===== config.mk =====
export PLATFORM = sky130hd
export DESIGN_NAME = uart_config_initiator
export DESIGN_NICKNAME = d
export VERILOG_FILES = /design/src/rtl/uart_config_initiator.sv
export SDC_FILE = /design/constraint.sdc
export NUM_CORES = 1
export LEC_CHECK = 0
export CAP_MARGIN = 0
export CORE_MARGIN = 4
export CORE_UTILIZATION = 45
export DETAILED_ROUTE_END_ITERATION = 10
export PLACE_DENSITY_LB_ADDON = 0.12
export SLEW_MARGIN = 20
export SYNTH_ARGS = -nofsm -noshare
export SYNTH_HDL_FRONTEND = slang
export SYNTH_SLANG_ARGS = --single-unit

===== constraint.sdc =====
create_clock -name clk_i -period 2.89 [get_ports clk_i]
set_clock_uncertainty 0.15 [all_clocks]
set_input_delay 0.578 -clock clk_i [delete_from_list [all_inputs] [get_ports clk_i]]
set_output_delay 0.578 -clock clk_i [all_outputs]
set_load 0.005 [all_outputs]

===== src/rtl/uart_config_initiator.sv =====
// uart_config_initiator: master-side UART autoconfiguration sequencer with ACK timeout/retry.
module uart_config_initiator #(
  parameter int unsigned COUNT_TIMEOUT = 5_000_000,
  parameter int unsigned MAX_RETRY = 3,
  parameter logic [7:0] REQ_PKT = 8'hF0,
  parameter logic [7:0] ACKN_PKT = 8'hFF,
  parameter logic [5:0] ID_DW = 6'h01,
  parameter logic [5:0] ID_PM = 6'h02,
  parameter logic [5:0] ID_SB = 6'h03,
  parameter logic [5:0] ID_END = 6'h3F,
  parameter logic [1:0] STD_DW = 2'b11,
  parameter logic [1:0] STD_PM = 2'b00,
  parameter logic [1:0] STD_SB = 2'b00
) (
  input  logic       clk_i,
  input  logic       rst_i,
  input  logic       start_i,
  input  logic [1:0] cfg_dw_i,
  input  logic [1:0] cfg_pm_i,
  input  logic [1:0] cfg_sb_i,
  input  logic       tx_fifo_full_i,
  output logic       tx_fifo_write_o,
  output logic [7:0] data_tx_o,
  input  logic       rx_fifo_empty_i,
  input  logic [7:0] data_rx_i,
  output logic       rx_fifo_read_o,
  output logic       busy_o,
  output logic       data_stream_mode_o,
  output logic       cfg_apply_o,
  output logic [1:0] cfg_dw_o,
  output logic [1:0] cfg_pm_o,
  output logic [1:0] cfg_sb_o,
  output logic       std_config_o,
  output logic       config_error_o
);
  localparam int TW = $clog2(COUNT_TIMEOUT);
  localparam int RW = $clog2(MAX_RETRY + 1);
  typedef enum logic [2:0] {IDLE, SEND, WAIT_ACK, DONE, FAIL} state_t;
  state_t state;
  logic [2:0] index;
  logic [RW-1:0] retry;
  logic [TW-1:0] timer;
  logic [1:0] dw, pm, sb;
  logic [7:0] pkt;
  logic ack, nack, timeout;
  assign pkt = index == 3'd0 ? REQ_PKT : index == 3'd1 ? {ID_DW, dw} :
               index == 3'd2 ? {ID_PM, pm} : index == 3'd3 ? {ID_SB, sb} : {ID_END, 2'b00};
  assign ack = !rx_fifo_empty_i && data_rx_i == ACKN_PKT;
  // a stray byte only aborts once the slave has accepted the request
  assign nack = !rx_fifo_empty_i && data_rx_i != ACKN_PKT && index != 3'd0;
  assign timeout = timer == TW'(COUNT_TIMEOUT - 1);
  assign rx_fifo_read_o = state == WAIT_ACK && !rx_fifo_empty_i;
  assign busy_o = state != IDLE;
  assign data_stream_mode_o = busy_o;
  always_ff @(posedge clk_i or posedge rst_i) begin
    if (rst_i) begin
      state <= IDLE;
      index <= '0;
      retry <= '0;
      timer <= '0;
      dw <= '0;
      pm <= '0;
      sb <= '0;
      tx_fifo_write_o <= 1'b0;
      data_tx_o <= '0;
      cfg_apply_o <= 1'b0;
      cfg_dw_o <= '0;
      cfg_pm_o <= '0;
      cfg_sb_o <= '0;
      std_config_o <= 1'b0;
      config_error_o <= 1'b0;
    end else begin
      tx_fifo_write_o <= 1'b0;
      cfg_apply_o <= 1'b0;
      std_config_o <= 1'b0;
      case (state)
        IDLE: if (start_i) begin
          dw <= cfg_dw_i;
          pm <= cfg_pm_i;
          sb <= cfg_sb_i == 2'b11 ? STD_SB : cfg_sb_i;
          config_error_o <= cfg_sb_i == 2'b11;
          index <= '0;
          retry <= '0;
          state <= SEND;
        end
        SEND: if (!tx_fifo_full_i) begin
          tx_fifo_write_o <= 1'b1;
          data_tx_o <= pkt;
          timer <= '0;
          state <= WAIT_ACK;
        end
        WAIT_ACK: begin
          timer <= timer + 1'b1;
          if (ack) begin
            retry <= '0;
            if (index == 3'd4) begin
              cfg_apply_o <= 1'b1;
              cfg_dw_o <= dw;
              cfg_pm_o <= pm;
              cfg_sb_o <= sb;
              state <= DONE;
            end else begin
              index <= index + 3'd1;
              state <= SEND;
            end
          end else if (nack || (timeout && retry == RW'(MAX_RETRY))) begin
            config_error_o <= 1'b1;
            std_config_o <= 1'b1;
            cfg_dw_o <= STD_DW;
            cfg_pm_o <= STD_PM;
            cfg_sb_o <= STD_SB;
            state <= FAIL;
          end else if (timeout) begin
            retry <= retry + 1'b1;
            state <= SEND;
          end
        end
        default: state <= IDLE;
      endcase
    end
  end
endmodule


==> qor.yml <==
outcome: "finished, final reports clean"
whs_ps: 329
ctsLongestPathBuffers: 2
grt_antenna_before_repair: 0
post-route-period-util: 0.939
synth_ff_type: "dfrtp_1"
synth.distinct_cells: 43
grt_pass1_wl_um: 9550
path_clk_slew_ps: 90
power_mw: 2.14
fp-row-count: 27
vias: 2109
area_growth_pct: 23.2
grt_overflow_total: 0
p_switching_mw: 0.610
p_per_area_mw_per_mm2: 664
max_slew.worst_pin.slew_ps: 648
final_cell_mix: "52 x dfrtp_1, 39 x clkdlybuf4s50_1, 31 x o21ai_0"
cts_resized: 0
p_clk_frac: 0.315
report.final.slew_viol_count: 0
utilization: 0.577
cp.arrival_ps: 1990
place_inst: 372
ant_nets: 0
final_area_mm2: 0.00322
routed_wl_um: 5700
coreArea_mm2: 0.00557
endpoint_kind: "output pin"
place_area_mm2: 0.00306
sw_frac_of_total: 0.286
min_path_type: "reg -> reg"
start_util: 0.468
ys_seq_elements: 52
instances_no_fill: 380
cts_buffers: 5
avgViaCountPerCell: 5.55
drc: 0
grt_pass1_vias: 2035
async_flop_share: 1.00
vdd_ir_drop_max_uv: 441
max-slew-margin-rel: 0.568
syn_avg_cell_area_um2: 9.78
die_h_um: 84.2
firstDrtPassIters: 4
htreeDepth: 2
cts_tree: "yes"
setup_tns_ps: 0
timing.final.ws_setup_ps: 176
drt-wirelength-per-cell_um: 15.0
port_buffers: 39
synth.net_count: 293
synth_edf_count: 0
hold_viol_final: 0
maxCapViolations: 0
routabilityCongestion: 0.782
crit_type: "reg -> out"
mostFrequentLayoutCell: "dfrtp_1"
clock-root-buffer: "clkbuf_8"
cp-start-kind: "flip-flop"
ys_seq_area_frac: 0.498
synthCells: 267
cts_sinks: 52
power_leakage_nw: 1.34
yosysWarnings: 0
pwr-share-comb: 0.248
fmax_ghz: 0.368
antennaDiodeCount: 0
share_seq_of_total_power: 0.438
period_minus_slack_ps: 2710
crit_fanout: 18
syn_area_mm2: 0.00261
design.die.area_mm2: 0.00709
nets: 333
grt_max_degree: 53
grt_usage: 0.166
cts_setup_buffers: 0
die_w_um: 84.2
clk_latency_ps: 310
place_worst_setup_slack_ps: 304
drive_gt1_frac: 0.0942
pin_count: 40
p_int_mw: 1.53
cp.required_ps: 2160
dp.final_hpwl_um: 4150
cts-hold-fix-buffers: 0
rsz0062_at_grt: "false"
first_iter_violations: 147
setup_viol: 0
## cells by family after synthesis
family | after synthesis | share of synthesized area
AO/OA/AOI/OAI | 66 | 0.165
adder cells (fa/ha/maj) | 7 | 0.0335
buffers and inverters | 23 | 0.0446
flip-flops | 52 | 0.498
multiplexers | 10 | 0.0402
AND/OR/NAND/NOR | 109 | 0.218
## sequential cells by signal (all words and copies together) (netlist names)
register	count
sb	2
config_error_o	1
tx_fifo_write_o	1
cfg_pm_o	2
timer	23
cfg_dw_o	2
data_tx_o	5
dw	2
pm	2
state	3
cfg_sb_o	2
std_config_o	1
index	3
cfg_apply_o	1
retry	2
## cell usage after synthesis (2+ instances only)
cell type,n,share of area
dfrtp_1,52,0.50
o21ai_0,31,0.059
nand2_1,25,0.036
nand3_1,21,0.040
nor2_1,21,0.030
inv_1,12,0.017
a21oi_1,9,0.017
nand4_1,8,0.019
ha_1,7,0.034
a22o_1,6,0.020
mux2i_1,6,0.023
clkbuf_1,5,0.0072
nor3_1,5,0.0096
a31oi_1,4,0.0096
buf_4,4,0.012
mux2_2,4,0.017
or3_1,4,0.0096
and3_1,3,0.0072
nand3b_1,3,0.0086
o31ai_1,3,0.0086
or2_2,3,0.0072
or4b_2,3,0.012
a211oi_1,2,0.0057
and2_1,2,0.0048
buf_6,2,0.0086
nand2b_1,2,0.0048
nand4b_1,2,0.0067
nor2b_1,2,0.0048
o211ai_1,2,0.0057
## routing by layer
layer / track usage / part of all wire
met1: 0.219 / 0.48
met3: 0.0363 / 0.042
met4: 0.0395 / 0.011
met2: 0.280 / 0.47
met5: 0 / 0
## cell type report
type                       instances  area [um2]
sequential                        52        1300
multi-input combinational        192        1190
clock inverter                     3        90.1
timing repair buffer              44         428
inverter                          12        45.0
tap                               72        90.1
clock buffer                       5        68.8
fill                             503        2360
## power by group through the flow
stage | clock network [mW] | logic (mW) | registers, mW
final | 0.672 | 0.529 | 0.934
after floorplan | 0 | 0.340 | 0.920
after CTS | 0.684 | 0.540 | 0.934
after detailed placement | 0 | 0.536 | 0.947
after global placement | 0 | 0.535 | 0.945
after global routing | 0.711 | 0.586 | 0.955
## path summary, 6_finish.rpt
kind / from / cells past startpoint / slack [ps] / endpoint
max: state[0] / 4 / 180 / rx_fifo_read_o
min: timer[22] / 1 / 330 / timer[22]
max reg2reg: timer[10] / 5 / 310 / cfg_sb_o[1]
min reg2reg: timer[22] / 1 / 330 / timer[22]
max in group asynchronous: rst_i / 3 / 1550 / timer[21]
min in group asynchronous: rst_i / 3 / 600 / cfg_pm_o[1]
## worst max-delay path, stage by stage (launching register included)
cell and delay (ps):
dfrtp_1 430, or3b_1 430, buf_4 220, nor2_1 100, clkdlybuf4s50_1 510
Note: power is estimated with default switching activity, not from simulation.
